==> config.mk <==
export PLATFORM = sky130hd
export DESIGN_NAME = icache
export DESIGN_NICKNAME = d
export VERILOG_FILES = /design/src/rtl/icache.sv
export SDC_FILE = /design/constraint.sdc
export NUM_CORES = 2
export LEC_CHECK = 0
export CAP_MARGIN = 0
export CORE_MARGIN = 3
export CORE_UTILIZATION = 50
export CTS_CLUSTER_SIZE = 14
export DETAILED_ROUTE_END_ITERATION = 8
export PLACE_DENSITY = 0.66
export REMOVE_ABC_BUFFERS = 1
export SETUP_SLACK_MARGIN = 0.1
export SYNTH_ARGS = -nofsm -noshare
export SYNTH_HDL_FRONTEND = slang
export SYNTH_SLANG_ARGS = --single-unit
==> constraint.sdc <==
create_clock -name clock -period 10.5 [get_ports clock]
set_input_delay 3.15 -clock clock [delete_from_list [all_inputs] [get_ports clock]]
set_output_delay 3.15 -clock clock [all_outputs]
set_load 0.005 [all_outputs]
==> src/rtl/icache.sv <==
// icache: direct-mapped, read-only instruction cache with one outstanding
// tagged BUS_LOAD. A fill writes the line and forwards the block to the
// prefetch queue when it still wants that block.
module icache #(
    parameter int unsigned XLEN  = 32,
    parameter int unsigned LINES = 32
) (
    input  logic            clock,
    input  logic            reset,
    input  logic [XLEN-1:0] proc2Icache_addr,
    input  logic            bus_grant,
    input  logic [3:0]      mem2proc_response,
    input  logic [63:0]     mem2proc_data,
    input  logic [3:0]      mem2proc_tag,
    output logic [1:0]      proc2Imem_command,
    output logic [XLEN-1:0] proc2Imem_addr,
    output logic [63:0]     Icache2proc_data,
    output logic            Icache2proc_valid
);

    localparam int unsigned IDX_W = $clog2(LINES);
    localparam int unsigned TAG_W = XLEN - 3 - IDX_W;

    localparam logic [1:0] BUS_NONE = 2'h0;
    localparam logic [1:0] BUS_LOAD = 2'h1;

    typedef enum logic {
        S_IDLE,
        S_WAIT
    } state_t;

    state_t             r_state;
    logic [3:0]         r_pend_tag;
    logic [XLEN-1:0]    r_pend_addr;
    logic [LINES-1:0]   r_valid;
    logic [TAG_W-1:0]   r_tags [LINES];
    logic [63:0]        r_data [LINES];

    logic [XLEN-1:0]    w_aligned;
    logic [IDX_W-1:0]   w_idx;
    logic [TAG_W-1:0]   w_tag;
    logic [IDX_W-1:0]   w_pend_idx;
    logic [TAG_W-1:0]   w_pend_tagv;
    logic               w_hit;
    logic               w_fill;
    logic               w_fwd;
    logic               w_req;

    // Masking (rather than slicing) drops the byte offset so every address bit is consumed.
    assign w_aligned   = proc2Icache_addr & {{(XLEN-3){1'b1}}, 3'b000};
    assign w_idx       = w_aligned[3 +: IDX_W];
    assign w_tag       = w_aligned[XLEN-1 : 3+IDX_W];
    assign w_pend_idx  = r_pend_addr[3 +: IDX_W];
    assign w_pend_tagv = r_pend_addr[XLEN-1 : 3+IDX_W];

    assign w_hit  = r_valid[w_idx] && (r_tags[w_idx] == w_tag);
    assign w_fill = (r_state == S_WAIT) && (mem2proc_tag == r_pend_tag);
    assign w_fwd  = w_fill && (r_pend_addr == w_aligned);
    assign w_req  = (r_state == S_IDLE) && !w_hit && bus_grant && !reset;

    // Combinational hit/forward response and bus request; all quiet during reset.
    always_comb begin
        Icache2proc_valid = 1'b0;
        Icache2proc_data  = '0;
        proc2Imem_command = BUS_NONE;
        proc2Imem_addr    = '0;
        if (!reset) begin
            if (w_fwd) begin
                Icache2proc_valid = 1'b1;
                Icache2proc_data  = mem2proc_data;
            end else if (w_hit) begin
                Icache2proc_valid = 1'b1;
                Icache2proc_data  = r_data[w_idx];
            end
            if (w_req) begin
                proc2Imem_command = BUS_LOAD;
                proc2Imem_addr    = w_aligned;
            end
        end
    end

    // Miss FSM: latch the accepted transaction, then fill the line when its tag returns.
    always_ff @(posedge clock) begin
        if (reset) begin
            r_state     <= S_IDLE;
            r_pend_tag  <= '0;
            r_pend_addr <= '0;
            r_valid     <= '0;
        end else begin
            case (r_state)
                S_IDLE: begin
                    if (w_req && (mem2proc_response != 4'd0)) begin
                        r_pend_tag  <= mem2proc_response;
                        r_pend_addr <= w_aligned;
                        r_state     <= S_WAIT;
                    end
                end
                S_WAIT: begin
                    if (w_fill) begin
                        r_valid[w_pend_idx] <= 1'b1;
                        r_tags[w_pend_idx]  <= w_pend_tagv;
                        r_data[w_pend_idx]  <= mem2proc_data;
                        r_state             <= S_IDLE;
                    end
                end
                default: r_state <= S_IDLE;
            endcase
        end
    end

endmodule

# Word-level counts from Yosys, hierarchy flattened
# Memory sizes are Yosys's and may differ from the RTL's.
# Index checks and enable logic that the tools add are counted.
# classes
bitwise_logic	2
eq_ne	3
n_lt_le_gt_ge	3
mux	21
n_reduce_logical	13
# op_table
operator	n
two-way mux 64 bit	3
two-way mux 32 bit	2
bitwise OR 32 bit	1
== test 29 bit	1
== test 24 bit	1
< comparator 5 x 6 -> 1 bit (second input constant)	2
two-way mux 1 bit	12
logical AND 1 bit	8
binary-select mux 1 bit (select 5 bit)	1
demux 1 bit (select 5 bit)	1
greater-or-equal comparator 5 x 1 -> 1 bit (second input constant)	1
== test 4 bit	1
AND reduction 2 bit	2
nonzero test 4 bit	1
zero test 1 bit	2
two-way mux 2 bit	1
case mux 1 bit (2 select lines)	1
inverter 1 bit	1
# totals
ram_bits	2816
n_memories	2
inputBits	107
ff_bits	66
elab_cells	48
# mem_list
memory	depth	word_bits	rd	rd_clocked_by_memory_dff	write_ports	line_no	rtl
r_data	32	64	1	0	1	37	logic [63:0] r_data [LINES];
r_tags	32	24	1	0	1	36	logic [TAG_W-1:0] r_tags [LINES];

# Depth between registers and ports, before layout
# depth
ltp_word	10
mapped_depth	17
depth_no_buf	10

# Worst setup path before layout
# OpenSTA, ideal clock, no wires.
# synth_timing
path_type	input-to-output
start	input port proc2Icache_addr[3]
end	output port Icache2proc_data[59]
t_required_ps	7350
stages	14
n_path_buf	9
slack_ps	1360
t_arrival_ps	5990
cell_sequence	buf_6 buf_6 buf_6 buf_6 buf_6 buf_6 buf_2 buf_4 buf_2 mux4_2 mux4_2 nand2_1 nand3_1 o211a_1
# synth_via
elab_chain_len	6
# synth_rtl
element	line_no	rtl
from (decl)	10	input logic [XLEN-1:0] proc2Icache_addr,
memory (32 x 24 bit) / binary-select mux 1 bit (select 5 bit) (equally long branches)	--	
== test 24 bit / two-way mux 1 bit (equally long branches)	56	assign w_hit = r_valid[w_idx] && (r_tags[w_idx] == w_tag);
logical AND 1 bit	56	
two-way mux 64 bit	71	end else if (w_hit) begin
two-way mux 64 bit (*)	68	if (w_fwd) begin
two-way mux 64 bit (*)	67	if (!reset) begin
to (decl)	17	output logic [63:0] Icache2proc_data,
# Every way passes the cells marked *; elsewhere a longest branch is shown, timed or not. The select of a mux whose other input is x is not followed.

# Worst setup path in the final report
# layout_timing
start	input port proc2Icache_addr[3]
end	output port Icache2proc_data[31]
# Same word-level chain as after synthesis.

==> impl_metrics.toml <==
[sta]
setup_viol = 0
fin_crit_sh_pct = 98.6
worst_pin_slew_ps = 1320
period_needed_ps = 10360
slew_headroom_pct = 11.8
fmax_ghz = 0.0965
final_max_slew_viol_count = 0
fin_setup_tns_ps = 0
hold_viol = 0
finClkSkew_ps = 38.1
rsz0062_at_grt = "true"

[worst_setup_path]
timing.rr.end = "r_data[8][37]$_DFFE_PP_"
cp-end-kind = "output pin"
cp-endpoint = "Icache2proc_data[31]"
crit_fanout = 15
cp_data_arrival_time_ps = 7210
worstSetupStartpointType = "input port"
r2r_setup_slack_ps = 6120
cp.required_ps = 7350
critical_path_class = "in2out"
crit_path_start = "proc2Icache_addr[3]"
reg2reg_depth = 7
rr_startpoint = "r_pend_tag[0]$_SDFFE_PP0P_"

[routing]
drtIter0Drc = 7488
via_per_inst = 6.39
via_count = 55500
drc = 0
totalWireLength_mm = 286
drtPass1Iterations = 7
ant_nets = 0
avgRoutedWirePerCell_um = 32.9

[floorplan]
die_x_um = 479
die_h_um = 479
rows = 173
io_pins = 206
coreArea_um2 = 223000
initial_core_util_pct = 50.3
dieArea_um2 = 230000

[cts]
h-tree-depth = 5
clockBufferDepth = 4
holdBufCountCts = 0
cts_tree = "built"
insertion_delay_ps = 920
cts_sinks = 2882
ctsRootBufferMaster = "clkbuf_16"
numCtsBuffers = 301
clkTransAtPathRegs_ps = 60

[synthesis]
yosys_warnings = 0
ys_seq_elements = 2882
async_flop_share_pct = 0
syn_avg_cell_area_um2 = 22.2
synth_seq_area_share_pct = 76.7
ys_types = 70
synth_ff_type = "edfxtp_1"
synth_cells = 5032
synth_edf_count = 2816
synthesis.area_um2 = 112000

[finish]
fin_nets = 5612
finish.instance_area_um2 = 128000
layout_commonest_cell = "edfxtp_1"
final_cell_mix = "edfxtp_1, mux4_2, clkbuf_16"
drive_above_1_share_pct = 26.9
synthToLayoutAreaGrowth_pct = 14.8
final_util_pct = 57.7

[global_routing]
antenna_found_initial = 15
grt_pass1_wl_mm = 409
grt_max_degree = 89
grt_usage_pct = 24.9
globalRouteOverflowTotal = 0
grt_pass1_vias = 56000

[power_and_ir_drop]
seqPwrFrac_pct = 53.6
total_power_uw = 23600
switching_share_pct = 20.3
vdd.ir_drop.worst_v = 0.000146
pwr-share-clk_pct = 41.9
p_leak_uw = 0.0418
power_frac_comb_pct = 4.4
powerDensity_nw_per_um2 = 184
p_switching_uw = 4800
internal-power_uw = 18800

[min_path]
hold_depth = 2
hold_class = "reg2reg"
hp-start = "r_valid[13]$_SDFFE_PP0P_"

[place]
detailed_place_hpwl_mm = 137
finalWeightedCongestion = 0.822
place_area_um2 = 119000
port_buffers = 198

[run_status]
status = "complete, no violations"

[job]
cap_violations = 0
[power groups by stage]
| stage | sequential [uW] | combinational, uW | clock [uW] |
|---|---|---|---|
| 6_report | 12700 | 1050 | 9900 |
| 4_1_cts | 12700 | 1050 | 10100 |
| 3_3_place_gp | 12900 | 1020 | 0 |
| 2_1_floorplan | 12900 | 492 | 0 |
| 3_5_place_dp | 12900 | 1040 | 0 |
| 5_1_grt | 12700 | 1120 | 10500 |
[registers in the layout, indices dropped and copies added (netlist names)]
| name | flops |
|---|---|
| r_pend_addr | 29 |
| r_tags | 768 |
| r_pend_tag | 4 |
| r_valid | 32 |
| r_state | 1 |
| r_data | 2048 |
[kinds of logic (layout without fill, tap and decap cells)]
logic type / Yosys count / count (layout) / share of synthesized area (%)
flip-flops: 2882 / 2882 / 76.7
multiplexers: 928 / 928 / 17.2
AND/OR/NAND/NOR: 524 / 524 / 2.24
buffers and inverters: 340 / 1018 / 1.51
AO/OA/AOI/OAI: 300 / 300 / 1.88
XOR/XNOR: 57 / 57 / 0.446
other: 1 / 9 / 0.00335
[through the flow]
stage | instances | hold slack, ps | worst slack, ps
global route | 8689 | 489 | 50.9
finish | 8693 | 472 | 142
global placement | 8168 | 456 | -163
floorplan | 4733 | 446 | -5660
CTS | 8683 | 472 | 105
detailed placement | 8168 | 463 | -148
[final cells by class]
type | instances | area (um^2)
flip-flops and latches | 2882 | 85900
inverters | 38 | 155
multi-input cells | 1813 | 24800
diodes | 5 | 12.5
repair buffers | 469 | 4920
clock buffers | 380 | 8020
well taps | 2975 | 3720
fillers | 16000 | 94000
clock inverters | 131 | 972
[synthesized netlist by cell type (all sizes together) (4+ instances only)]
cell type  instances  share of area (%)
a211oi             7              0.047
a21oi             65               0.29
a22oi             40               0.27
a31oi              6              0.034
and2               9              0.050
and3              37               0.21
and4               4              0.031
buf              190                1.0
clkbuf           111               0.37
dfxtp             66                1.2
edfxtp          2816                 76
inv               36               0.12
mux2              15               0.15
mux2i            119                1.1
mux4             794                 16
nand2            197               0.66
nand2b            11              0.061
nand3            121               0.54
nand3b             4              0.027
nand4             21               0.12
nor2              60               0.20
nor2b             14              0.078
nor3              20              0.094
nor4               8              0.050
o2111ai            5              0.039
o211a             48               0.43
o211ai             6              0.040
o21ai             41               0.18
o221ai             5              0.039
o22ai             45               0.25
or2                4              0.022
xnor2             40               0.31
xor2              17               0.13
[what timing repair did]
item / 4_1_cts / 5_1_grt
endpoints found under the setup margin: 60 / 60
pin swaps: 1 / 6
cloned: 1 / 1
buffers inserted: 3 / 3
gates resized for setup: 16 / 38
[per-layer routing]
metal | global-route usage (%) | routed length, um | part of all wire, % | vias to the layer above
met1 | 37.0 | 117000 | 41 | 30000
li1 | - | - | - | 22200
met2 | 38.4 | 135000 | 47 | 2884
met3 | 5.35 | 28000 | 9.8 | 410
met5 | 0 | 70 | 0.024 | -
met4 | 5.71 | 5940 | 2.1 | 10
[worst max-delay path, stage by stage]
cell	delay (ps)
buf_16	160
buf_12	180
buf_12	160
buf_8	170
mux4_2	590
nor3_4	260
a2111oi_4	60
nand3_1	130
a32o_1	230
o211ai_1	160
nor3_2	170
nand4_1	150
buf_6	180
a21oi_4	140
buf_4	190
bufbuf_16	300
o211a_1	210
clkdlybuf4s50_1	520
[how the worst min path moves through the flow]
stage / endpoint / slack, ps
floorplan: r_valid[16]$_SDFFE_PP0P_ / 450
global route: r_valid[20]$_SDFFE_PP0P_ / 490
CTS: r_valid[17]$_SDFFE_PP0P_ / 470
global placement: r_valid[28]$_SDFFE_PP0P_ / 460
finish: r_valid[13]$_SDFFE_PP0P_ / 470
detailed placement: r_valid[17]$_SDFFE_PP0P_ / 460
Power figures use the tool's default switching activity.
